## src/rtl/mips_mc_control.sv

```systemverilog
// Multicycle MIPS control sequencer: a Moore FSM that steps a shared datapath
// through fetch/decode/execute/memory/write-back, counting retired instructions.
module mips_mc_control #(
  parameter int COUNT_W = 32
) (
  input  logic               clock,
  input  logic               reset,
  input  logic [5:0]         opcode,
  input  logic [5:0]         funct,
  input  logic               zero,
  input  logic               mem_ready,
  output logic               PCWrite,
  output logic               PCWriteCond,
  output logic               IorD,
  output logic               MemRead,
  output logic               MemWrite,
  output logic               IRWrite,
  output logic               MemtoReg,
  output logic               RegDst,
  output logic               RegWrite,
  output logic               ALUSrcA,
  output logic [1:0]         ALUSrcB,
  output logic [1:0]         ALUOp,
  output logic [1:0]         PCSource,
  output logic               BranchNe,
  output logic               ExtOp,
  output logic               JalEn,
  output logic               LuiEn,
  output logic               illegal,
  output logic [3:0]         state,
  output logic [COUNT_W-1:0] instret
);

  typedef enum logic [3:0] {
    S_FETCH    = 4'd0,  S_DECODE   = 4'd1,  S_MEMADR = 4'd2,  S_MEMRD  = 4'd3,
    S_MEMWB    = 4'd4,  S_MEMWR    = 4'd5,  S_RTYPE_EX = 4'd6, S_RTYPE_WB = 4'd7,
    S_BRANCH   = 4'd8,  S_JUMP     = 4'd9,  S_IMM_EX = 4'd10, S_IMM_WB = 4'd11,
    S_JAL      = 4'd12, S_JR       = 4'd13, S_LUI_WB = 4'd14, S_ILLEGAL = 4'd15
  } state_t;

  localparam logic [5:0] OP_RTYPE = 6'b000000, OP_J    = 6'b000010, OP_JAL  = 6'b000011;
  localparam logic [5:0] OP_BEQ   = 6'b000100, OP_BNE  = 6'b000101, OP_ADDI = 6'b001000;
  localparam logic [5:0] OP_ANDI  = 6'b001100, OP_ORI  = 6'b001101, OP_XORI = 6'b001110;
  localparam logic [5:0] OP_LUI   = 6'b001111, OP_LW   = 6'b100011, OP_SW   = 6'b101011;
  localparam logic [5:0] FN_JR    = 6'b001000;

  state_t             state_q;
  logic [COUNT_W-1:0] instret_q;
  logic               retire;

  // The datapath applies zero itself (PCWriteCond with BranchNe); the sequencer never needs it.
  logic unused_zero;
  assign unused_zero = zero;

  // ULA functs: add, sub, and, or, xor, nor, slt.
  function automatic logic alu_funct(input logic [5:0] fn);
    alu_funct = (fn == 6'h20) || (fn == 6'h22) || (fn == 6'h24) || (fn == 6'h25) ||
                (fn == 6'h26) || (fn == 6'h27) || (fn == 6'h2A);
  endfunction

  function automatic state_t decode_next(input logic [5:0] op, input logic [5:0] fn);
    state_t nxt;
    case (op)
      OP_LW, OP_SW:                      nxt = S_MEMADR;
      OP_RTYPE: begin
        if (fn == FN_JR)                 nxt = S_JR;
        else if (alu_funct(fn))          nxt = S_RTYPE_EX;
        else                             nxt = S_ILLEGAL;
      end
      OP_BEQ, OP_BNE:                    nxt = S_BRANCH;
      OP_ADDI, OP_ANDI, OP_ORI, OP_XORI: nxt = S_IMM_EX;
      OP_J:                              nxt = S_JUMP;
      OP_JAL:                            nxt = S_JAL;
      OP_LUI:                            nxt = S_LUI_WB;
      default:                           nxt = S_ILLEGAL;
    endcase
    return nxt;
  endfunction

  // An instruction retires on the edge leaving its last state; ILLEGAL never retires.
  assign retire = (state_q inside {S_MEMWB, S_RTYPE_WB, S_BRANCH, S_JUMP, S_IMM_WB,
                                   S_JAL, S_JR, S_LUI_WB}) ||
                  (state_q == S_MEMWR && mem_ready);

  // mem_ready: memory finished the access requested this cycle; only sampled in FETCH/MEMRD/MEMWR.
  always_ff @(posedge clock or posedge reset) begin
    if (reset) begin
      state_q   <= S_FETCH;
      instret_q <= '0;
    end else begin
      if (retire) instret_q <= instret_q + COUNT_W'(1);
      case (state_q)
        S_FETCH:    if (mem_ready) state_q <= S_DECODE;
        S_DECODE:   state_q <= decode_next(opcode, funct);
        S_MEMADR:   state_q <= (opcode == OP_LW) ? S_MEMRD : S_MEMWR;
        S_MEMRD:    if (mem_ready) state_q <= S_MEMWB;
        S_MEMWR:    if (mem_ready) state_q <= S_FETCH;
        S_RTYPE_EX: state_q <= S_RTYPE_WB;
        S_IMM_EX:   state_q <= S_IMM_WB;
        default:    state_q <= S_FETCH;
      endcase
    end
  end

  always_comb begin
    PCWrite = 1'b0; PCWriteCond = 1'b0; IorD = 1'b0; MemRead = 1'b0; MemWrite = 1'b0;
    IRWrite = 1'b0; MemtoReg = 1'b0; RegDst = 1'b0; RegWrite = 1'b0; ALUSrcA = 1'b0;
    ALUSrcB = 2'b00; ALUOp = 2'b00; PCSource = 2'b00; BranchNe = 1'b0; ExtOp = 1'b0;
    JalEn = 1'b0; LuiEn = 1'b0; illegal = 1'b0;
    // Reset silences every control so the memory sees an aborted access at once.
    if (!reset) begin
      ExtOp = 1'b1;
      case (state_q)
        S_FETCH:    begin MemRead = 1'b1; ALUSrcB = 2'b01; IRWrite = mem_ready; PCWrite = mem_ready; end
        S_DECODE:   ALUSrcB = 2'b11;
        S_MEMADR:   begin ALUSrcA = 1'b1; ALUSrcB = 2'b10; end
        S_MEMRD:    begin MemRead = 1'b1; IorD = 1'b1; end
        S_MEMWB:    begin RegWrite = 1'b1; MemtoReg = 1'b1; end
        S_MEMWR:    begin MemWrite = 1'b1; IorD = 1'b1; end
        S_RTYPE_EX: begin ALUSrcA = 1'b1; ALUOp = 2'b10; end
        S_RTYPE_WB: begin RegWrite = 1'b1; RegDst = 1'b1; end
        S_BRANCH: begin
          ALUSrcA = 1'b1; ALUOp = 2'b01; PCWriteCond = 1'b1; PCSource = 2'b01;
          BranchNe = (opcode == OP_BNE);
        end
        S_JUMP:     begin PCWrite = 1'b1; PCSource = 2'b10; end
        S_IMM_EX, S_IMM_WB: begin
          if (state_q == S_IMM_EX) begin ALUSrcA = 1'b1; ALUSrcB = 2'b10; end
          else RegWrite = 1'b1;
          if (opcode != OP_ADDI) begin ALUOp = 2'b11; ExtOp = 1'b0; end
        end
        S_JAL:      begin RegWrite = 1'b1; JalEn = 1'b1; PCWrite = 1'b1; PCSource = 2'b10; end
        S_JR:       begin PCWrite = 1'b1; PCSource = 2'b11; end
        S_LUI_WB:   begin RegWrite = 1'b1; LuiEn = 1'b1; end
        default:    illegal = 1'b1;
      endcase
    end
  end

  assign state   = state_q;
  assign instret = instret_q;

endmodule

```

## config.mk

```make
export PLATFORM = sky130hd
export DESIGN_NAME = mips_mc_control
export DESIGN_NICKNAME = d
export VERILOG_FILES = /design/src/rtl/mips_mc_control.sv
export SDC_FILE = /design/constraint.sdc
export NUM_CORES = 1
export LEC_CHECK = 0
export CAP_MARGIN = 5
export CORE_UTILIZATION = 27
export DETAILED_ROUTE_END_ITERATION = 8
export PLACE_DENSITY_LB_ADDON = 0.08
export SLEW_MARGIN = 20
export SYNTH_ARGS = -nofsm -noshare
export SYNTH_HDL_FRONTEND = slang
export SYNTH_SLANG_ARGS = --single-unit
```

## constraint.sdc

```tcl
create_clock -name clock -period 2.31 [get_ports clock]
set_input_delay 0.462 -clock clock [delete_from_list [all_inputs] [get_ports clock]]
set_output_delay 0.462 -clock clock [all_outputs]
set_load 0.005 [all_outputs]
```

# Yosys cells after proc, flatten, opt, wreduce, memory -nomap -nowiden
# Index checks and enable logic that the tools add are counted.
# word_totals
elab_cells	112
input_bits	16
output_inout_bits	57
ff_bits	36
# op_classes
n_reduce_logical	23
addsub	1
mux	49
eq_ne	37
# ops
op	n
4-bit one-hot mux with 7 select lines	2
6-bit equality test, second input constant	9
6-bit by 4-bit equality test with 1-bit output, second input constant	6
32-bit by 1-bit adder with 32-bit output, second input constant	1
1-bit 2-to-1 mux	30
4-bit equality test, second input constant	7
4-bit 2-to-1 mux	5
4-bit by 3-bit equality test with 1-bit output, second input constant	4
15-bit OR reduction	1
6-bit by 2-bit equality test with 1-bit output, second input constant	2
6-bit by 3-bit equality test with 1-bit output, second input constant	2
2-bit one-hot mux with 3 select lines	2
2-bit OR reduction	6
2-bit 2-to-1 mux	5
4-bit by 2-bit equality test with 1-bit output, second input constant	2
2-bit one-hot mux with 4 select lines	1
8-bit nonzero test	1
4-bit OR reduction	2
1-bit logical OR	7
6-bit zero test	1
2-bit != test, second input constant	3
6-bit by 4-bit != test with 1-bit output, second input constant	1
1-bit one-hot mux with 2 select lines	3
3-bit OR reduction	2
other kinds (5)	5

# Depth between registers and ports, before layout
# depth
word_depth	11
ltp_mapped	7
mapped_depth_nobuf	6

# Worst setup path before layout
# OpenSTA, ideal clock, no wires.
# synth_timing
path_kind	in2out
start	input reset
end	output BranchNe
setup_slack_ps	-154
t_required_ps	1848
cell_stages	4
arrival_time_ps	2002
n_path_buf	0
cell_sequence	inv_1 -> nand2_1 -> or2_2 -> nor4_1
# synth_via
elab_chain_cells	1
# synth_rtl
item	line	text
start, declared	7	input logic reset,
1-bit 2-to-1 mux	111	if (!reset) begin
end, declared	25	output logic BranchNe,
# No other way between the ends.

# Final worst setup path
# layout_timing
start	input opcode[2]
end	output BranchNe
# layout_via
elab_chain_cells	3
# layout_rtl
item	line	text
start, declared	8	input logic [5:0] opcode,
6-bit by 3-bit equality test with 1-bit output	124	BranchNe = (opcode == OP_BNE);
1-bit 2-to-1 mux	113	case (state_q)
1-bit 2-to-1 mux	111	
# No other way between the ends.

==> impl_metrics.toml <==
[synth]
synth_most_common_cell = "dfrtp_1"
synth_area_um2 = 2340
yosysSeqAreaShare_pct = 38.5
synth_top_area_share_pct = 38.5
yosys-top-cells-area = "dfrtp_1 38%, xnor2_1 7.1%, xor2_1 5.2%, nand3_1 5.1%, nor2_1 4.3%"
async_flop_share_pct = 100
syn_inst = 263
yosys.cell_types.count = 50
synth_fp_nets = 280
synth-edff-count = 0
synth_warnings = 0
synthTopCellsByCount = "36 x dfrtp_1, 27 x nor2_1, 24 x nand3_1, 19 x xnor2_1, 15 x nand2_1"
yosysTopAreaCell = "dfrtp_1"
ys_seq_elements = 36
synthFlopType = "dfrtp_1"
avgSynthCellArea_um2 = 8.90

[sta]
setup_viol_count_final = 0
fin_ws_ns = 0.0101
slew_headroom_pct = 71.6
rsz0062_at_grt = "true"
period_minus_slack_ns = 2.30
slew_violations = 0
max_clock_freq_ghz = 0.435
setup_tns_ns = 0
holdWs_ns = 0.410
fin_skew_ns = 0.00896
finalHoldViolCount = 0
finalCritPeriodShare_pct = 99.6
max_slew.worst_pin.slew_ns = 0.416

[power]
fin_total_pwr_mw = 2.71
peakVddDrop_v = 0.000524
p_per_area_nw_per_um2 = 757
p_leak_nw = 1.42

[detailed_routing]
wire_per_inst_um = 13.8
routed_wl_um = 6440
drt-pass1-iter-count = 4
ant_nets = 0
vias_per_cell = 4.88
drc = 0
drt_iter0_markers = 57
vias = 2285

[setup_path]
path_max_fanout = 2
worst_setup_path_start_kind = "primary input"
critical-path-top-delay-family = "buffers and inverters"
r2r_slack_ns = 0.11
worstRegToRegCells = 7
crit_arrival_ns = 1.84
cp_num_cells = 4
path_cells = "clkdlybuf4s50_1, or3b_4, nor4_2, clkdlybuf4s15_2"
crit_slowest_cell = "clkdlybuf4s50_1"
rr_endpoint = "instret[21]"
cp_data_required_time_ns = 1.85
cpPeakStageDelay_ns = 0.49
crit_type = "in2out"
setup.worst_path.end = "BranchNe"
r2r-start = "state[1]"
worstPathBufferInverterCount = 2
endpoint_kind = "primary output"
cp-startpoint = "opcode[2]"

[floorplan]
die_width_um = 95.1
die_area_um2 = 9050
top_level_ports = 73
rows = 33
die_y_um = 95.1
core_area_um2 = 8300
start_util_pct = 28.2

[finish]
final_layout_size_suffix_gt1_share_pct = 19.6
area.growth.synth_to_final_pct = 52.7
finalNonFillerCells = 468
fill_cells = 844
antennaDiodeCount = 0
multiInputGateArea_um2 = 1380
seqCellArea_um2 = 901
fin_nets = 379

[clock_tree]
holdBufCountCts = 0
worstSkewPairLatency_ns = 0.29
cts_buffers = 5
ctsHtreeMaxLevel = 2
cts.clk_slew.worst_paths_ns = 0.07
clockBufferDepth = 2
cts_tree = "done"
cts.sinks = 36
clockRootBuffer = "clkbuf_8"

[global_route]
grt_pass1_vias = 2251
antenna_found_initial = 0
gr-total-overflow = 0
track_usage_pct = 15.2
grt_max_degree = 23
grt_pass1_wl_um = 10900

[flow_run]
cap_violations = 0

[place]
port_buffers = 71
placed_cells = 457
gp_congestion = 0.803
pre_cts_slack_ns = -0.357
hpwl_um = 4830

[run_status]
outcome = "completed"

[min_path]
hp-class = "in2async"
==> layout by cell type (no fill, tap or decap), types with 3 or more instances in the layout <==
cell and instances:
xnor2_1 19, buf_4 25, nand3_1 24, dlymetal6s2s_1 6
xor2_1 14, nand4_1 9, o21ai_0 7, nor2b_1 4
nand2b_1 7, nor3_2 8, nor3_1 10, inv_1 8
clkbuf_8 7, nand2_1 13, buf_6 5, nor4_2 4
and3_1 8, or3_1 3, dfrtp_1 36, a21oi_1 9
clkdlybuf4s50_1 56, dlygate4sd2_1 7, nor2_1 24
==> registers in the layout, summed over array words and instances, names as in the netlist <==
register / cells
state: 4
instret: 32
==> timing repair <==
action | 4_1_cts | 5_1_grt
endpoints found under the setup margin | 19 | 13
resized for setup | 23 | 13
setup buffers | 2 | 1
pin swaps | 1 | 3
==> per-stage QoR <==
step | util (%) | cell area (um2)
2_1_floorplan | - | 2340
3_3_place_gp | 40.4 | 3350
3_5_place_dp | 40.4 | 3350
4_1_cts | 42.5 | 3530
5_1_grt | 43.1 | 3570
6_report | 43.1 | 3570
==> report_power, final <==
part	leakage (nW)	switching, mW	internal (mW)
clock network	0.0645	0.229	0.381
registers	0.425	0.0908	0.708
logic	0.932	0.611	0.688
total	1.42	0.931	1.78
==> how the worst min path moves through the flow <==
stage | endpoint | depth (start not counted) | start
after floorplan | instret[0] | 1 | reset
after global placement | instret[31] | 1 | instret[31]
after detailed placement | instret[31] | 1 | instret[31]
after CTS | instret[18] | 3 | reset
after global routing | instret[7] | 3 | reset
final | instret[3] | 3 | reset
==> worst reg2reg max path, stage by stage (launching register included) <==
cell	delay [ns]
dfrtp_1	0.40
buf_6	0.13
buf_4	0.16
nor3b_1	0.16
or2_4	0.23
or4_4	0.61
nor4_2	0.29
xor2_1	0.16
==> metal layers <==
metal  part of all wire, %  vias to the layer above  global-route usage, %
li1                      -                     1143                      -
met1                    51                     1091                   22.3
met2                    45                       43                   23.3
met3                   3.2                        8                   2.63
met4                  0.82                        0                   3.03
met5                     0                        -                      0
==> cell type report <==
class                           instances  area share (%)
Multi-Input combinational cell        207            38.6
Timing Repair Buffer                  103            27.9
Sequential cell                        36            25.2
Tap cell                              105            3.68
Clock buffer                            7            2.70
Inverter                                9            1.05
Clock inverter                          1           0.840
==> kinds of logic after synthesis <==
logic type                 share of synthesized area (%)
AOI/OAI and AO/OA                                   8.50
xor gates and xnor gates                            12.3
adders and majority gates                          0.534
buffers and inverters                               4.22
DFF                                                 38.5
muxes                                               1.82
and+or+nand+nor                                     34.1
No activity file was read; power rests on OpenSTA's default activity.
